File: src/rtl/hamming_checker_pkg.sv
// Shared definitions for the SECDED checker: width derivations, error classes
// and the codeword position of each data bit.
package hamming_checker_pkg;

    typedef enum logic [1:0] {
        CLEAN  = 2'd0,
        SINGLE = 2'd1,
        DOUBLE = 2'd2
    } err_class_e;

    function automatic int cw_width(input int p_bits);
        return 1 << p_bits;
    endfunction

    function automatic int data_width(input int p_bits);
        return (1 << p_bits) - p_bits - 1;
    endfunction

    // Codeword index of data bit k: the k-th non-power-of-two position >= 3.
    function automatic int data_pos(input int p_bits, input int k);
        int seen;
        int pos;
        seen = 0;
        pos  = 0;
        for (int i = 3; i < (1 << p_bits); i++) begin
            if ((i & (i - 1)) != 0) begin
                if (seen == k) pos = i;
                seen++;
            end
        end
        return pos;
    endfunction

endpackage

File: src/rtl/hamming_syndrome.sv
// Combinational syndrome/parity of an extended Hamming codeword.
module hamming_syndrome
    import hamming_checker_pkg::*;
#(
    parameter int P_BITS = 3
) (
    input  logic [cw_width(P_BITS)-1:0] code,
    output logic [P_BITS-1:0]           syndrome,
    output logic                        parity
);

    always_comb begin
        // NOTE: default every always_comb output first so no path can infer a latch.
        syndrome = '0;
        for (int i = 1; i < cw_width(P_BITS); i++) begin
            if (code[i]) syndrome = syndrome ^ P_BITS'(i);
        end
        parity = ^code;
    end

endmodule

File: config.mk
export PLATFORM = sky130hd
export DESIGN_NAME = hamming_syndrome
export DESIGN_NICKNAME = d
export VERILOG_FILES = /design/src/rtl/hamming_checker_pkg.sv /design/src/rtl/hamming_syndrome.sv
export SDC_FILE = /design/constraint.sdc
export NUM_CORES = 1
export LEC_CHECK = 0
export ABC_AREA = 1
export CAP_MARGIN = 20
export CORE_AREA = 2 2 39 41
export DETAILED_ROUTE_END_ITERATION = 6
export DIE_AREA = 0 0 41 43
export PLACE_DENSITY_LB_ADDON = 0.2
export REMOVE_ABC_BUFFERS = 1
export SETUP_SLACK_MARGIN = 0.4
export SLEW_MARGIN = 10
export SYNTH_ARGS = -nofsm -noshare
export SYNTH_HDL_FRONTEND = slang
export SYNTH_SLANG_ARGS = --single-unit
File: constraint.sdc
create_clock -name vclk -period 1
set_input_delay 0.2 -clock vclk [all_inputs]
set_output_delay 0.2 -clock vclk [all_outputs]
set_load 0.03 [all_outputs]
## After elaboration in Yosys (flattened, before gate mapping)

Index checks and enable logic that the tools add are counted.

- Bits in registers: 0
- Input bits: 8
- Output and inout bits: 4
- Word-level logic and storage cells: 14

- Mux-type cells: 7
- Bitwise logic cells: 6
- Reduce and logical (&&, ||, !) cells: 1

Operators with widths:

| cell | count |
|---|---|
| $mux W3 | 4 |
| $reduce_xor A8 Y1 | 1 |
| $not A2 Y2 | 3 |
| $mux W2 | 2 |
| $not A3 Y3 | 1 |
| $not A1 Y1 const A | 2 |
| $mux W1 | 1 |

## Logic depth before layout (Yosys ltp)

- Word-level depth: 11
- Gate-level depth with buffers: 7
- Gate-level depth less buffers: 7

## Worst setup path after synthesis

Ideal clock, no wire load.

- Path type: input-to-output
- Start: input code[5]
- End: output parity
- Data arrival time: 0.885 ns
- Data required time: 0.800 ns
- Setup slack: -0.085 ns
- Stages: 5
- Buffers on the path: 0
- Cells stage by stage: xnor2_1 > nand2_1 > nand2_2 > nand2_1 > nand2_1

- Cells in the longest elaborated chain, start to end: 1

RTL lines:

| element | RTL line | source |
|---|---|---|
| start, declared | hamming_syndrome.sv:7 | `input logic [cw_width(P_BITS)-1:0] code,` |
| $reduce_xor A8 Y1 | hamming_syndrome.sv:18 | `parity = ^code;` |
| end, declared | hamming_syndrome.sv:9 | `output logic parity` |

No other way between the ends.

## Worst setup path in the final report

- Start: input code[4]
- End: output parity

Same word-level chain as after synthesis.

==> results by group <==
Outcome
  – Status: finished, violations left
  – Violated checks: negative setup slack

Route
  – 1st-pass router iterations: 2
  – Vias per cell: around 4
  – 1st-iter DRT viols: 5
  – DR WL/cell: about 7.4 um
  – DR DRC count: 0
  – Antenna-violating nets left: 0
  – Drt total wl: 582 um
  – Vias: roughly 320

Yosys
  – Area share of the largest cell type after synthesis: 0.5625
  – Mapped Cells: 50
  – Count of cell types in the netlist: 5
  – Count leader, synth: nand2_1
  – Syn avg cell area: 4.404 sq um
  – Seq/Total Area, Yosys: 0
  – Synth top area cells: nand2_1 (56%), xnor2_1 (16%), inv_1 (15%)
  – Post-synth top area cell: nand2_1
  – Synthesized area: about 220 sq um
  – Top post-synthesis cells by count: nand2_1 (33), inv_1 (9), xnor2_1 (4)
  – Yosys warnings: 0

Final layout
  – Fin util: 0.4005
  – Post-Layout Inst Area: approximately 550 sq um
  – Sequential cells: 0
  – Antenna Cells: 0
  – Sequential cell area: 0 sq um
  – Synthesis-to-finish area growth: 151.7%
  – Ratio of cells with drive above 1 in the final layout: 0.6984
  – Fin nets: 73
  – Clock buffers: 0

STA
  – Slew margin rel.: 0.8974
  – Fmax: about 900 MHz
  – Endpoints failing setup: 2
  – Tcrit/Tclk final: 1.085
  – RSZ-0062 raised after global routing: true
  – Slew Limit Fails: 0
  – Slew of the pin with the lowest slew margin: ~0.15 ns
  – Min cycle time layout: between 1 and 1.5 ns
  – Final Hold Fails: 0
  – Final WS setup: -0.08546 ns

Global routing
  – Largest net degree at the start of global routing: 5
  – Tot GR Track Use: 0.05894
  – Met2 usage: 0.1250
  – Met1 Usage GRT: 0.06013
  – Antenna violations before repair: 0
  – M3 GR Usage: 0
  – Total gr overflow: 0
  – Global-route wire length before repair: about 770 um
  – Vias in the first global route: 223
  – Global-route layer with the greatest usage: met2

Worst setup path
  – Critical path launch point type: primary input
  – Slowest library cell on the worst path: xnor2_4
  – Setup CP Type: primary input to output pin
  – CP required: around 0.80 ns
  – Family with the most delay on the worst path: simple AND/OR/NAND/NOR gates
  – Max incr delay on CP: between 0.15 and 0.2 ns
  – Setup crit end kind: output pin
  – Worst path cell trace: buf_8 > xnor2_4 > nand2_2 > nand2_2 > nand2_1 > nand2_1 > buf_6
  – CP Buf/Inv Count: 2
  – Max FO, Critical Path: 3
  – Crit path DAT: a little under 0.9 ns

Place
  – Port Buffers: 12
  – GP Congestion: ~0.57
  – Post-Place Setup Slack: -0.5496 ns
  – HPWL Detailed: ~440 um
  – Post-DP Area: about 350 sq um

Hold path
  – Worst hold path cell count: 4
  – Min-Delay Path Class: primary input to output pin
  – Hold_sp: code[1]
  – Hold path endpoint: syndrome[0]

Floorplanning
  – Die area: 0.001763 sq mm
  – Starting Density: 0.1591
  – Top-Level Pins: 12
  – Row cnt: 14
  – Die extent in y: between 40 and 50 um
  – Die width: around 40 um
  – CORE AREA: between 0.001 and 0.0015 sq mm

Power
  – PwrDens: 636.2 mW/mm^2
  – VDD IR max: around 0.00019 V
  – LEAKAGE: slightly below 0.3 nW

Clock network
  – Hold Buf Count CTS: 0

Job
  – Max-cap violations: 0
[where the power goes]
group,leakage (nW),total (mW),internal [mW],switching (mW)
registers,0,0,0,0
logic,0.290,0.353,0.173,0.179
clock network,0,0,0,0
total,0.290,0.353,0.173,0.179
[stage by stage]
stage,hold WS (ns),total power [mW],std cells,TNS [ns]
2_1_floorplan,0.6349,0.1405,50,-0.1661
3_3_place_gp,1.290,0.2323,78,-1.982
3_5_place_dp,1.287,0.2326,78,-1.979
4_1_cts,0.8235,0.2874,79,-0.1084
5_1_grt,0.8569,0.3806,79,-0.2367
6_report,0.8345,0.3527,79,-0.1177
[layer usage]
metal  wire, um  part of all wire
met3         35             0.060
met2        337              0.58
met5          0                 0
met4          0                 0
met1        209              0.36
[worst min-delay path: cells and delay by family]
kind | cells | cell delay [ns]
buffers and inverters | 2 | 0.26
XOR/XNOR | 2 | 0.17
[cell type report]
type / instances / area [sq um]
fill: 143 / 829.5
tap: 16 / 20.02
timing repair buffer: 13 / 168.9
multi-input combinational: 41 / 304.0
inverter: 9 / 61.31
[logic make-up (layout without fill, tap and decap cells)]
kind of cell | Yosys count | after routing | synth area share
AND/OR/NAND/NOR | 36 | 36 | 0.6477
buffers and inverters | 9 | 22 | 0.1534
XOR/XNOR | 5 | 5 | 0.1989
[what timing repair did]
action | 4_1_cts | 5_1_grt
buffers inserted | 1 | 0
gates resized for setup | 66 | 35
endpoints found under the setup margin | 4 | 4
pin swaps | 18 | 14
cloned | 0 | 0
[worst max path at each step]
stage                     depth (start not counted)  startpoint     end
final                                             7     code[4]  parity
after detailed placement                          9     code[7]  parity
after global placement                            9     code[7]  parity
after CTS                                         7     code[4]  parity
after global routing                              9     code[5]  parity
after floorplan                                   5     code[5]  parity
[cells in the final DEF (no fill, tap or decap)]
cell,count
nand2_4,5
xnor2_4,2
clkinv_8,1
inv_6,3
inv_2,2
xor2_1,1
nand2_2,17
buf_6,5
inv_1,3
buf_2,1
buf_12,2
buf_4,1
xnor2_2,1
xnor2_1,1
nand2_1,14
buf_8,4
(Power assumes the default switching activity.)
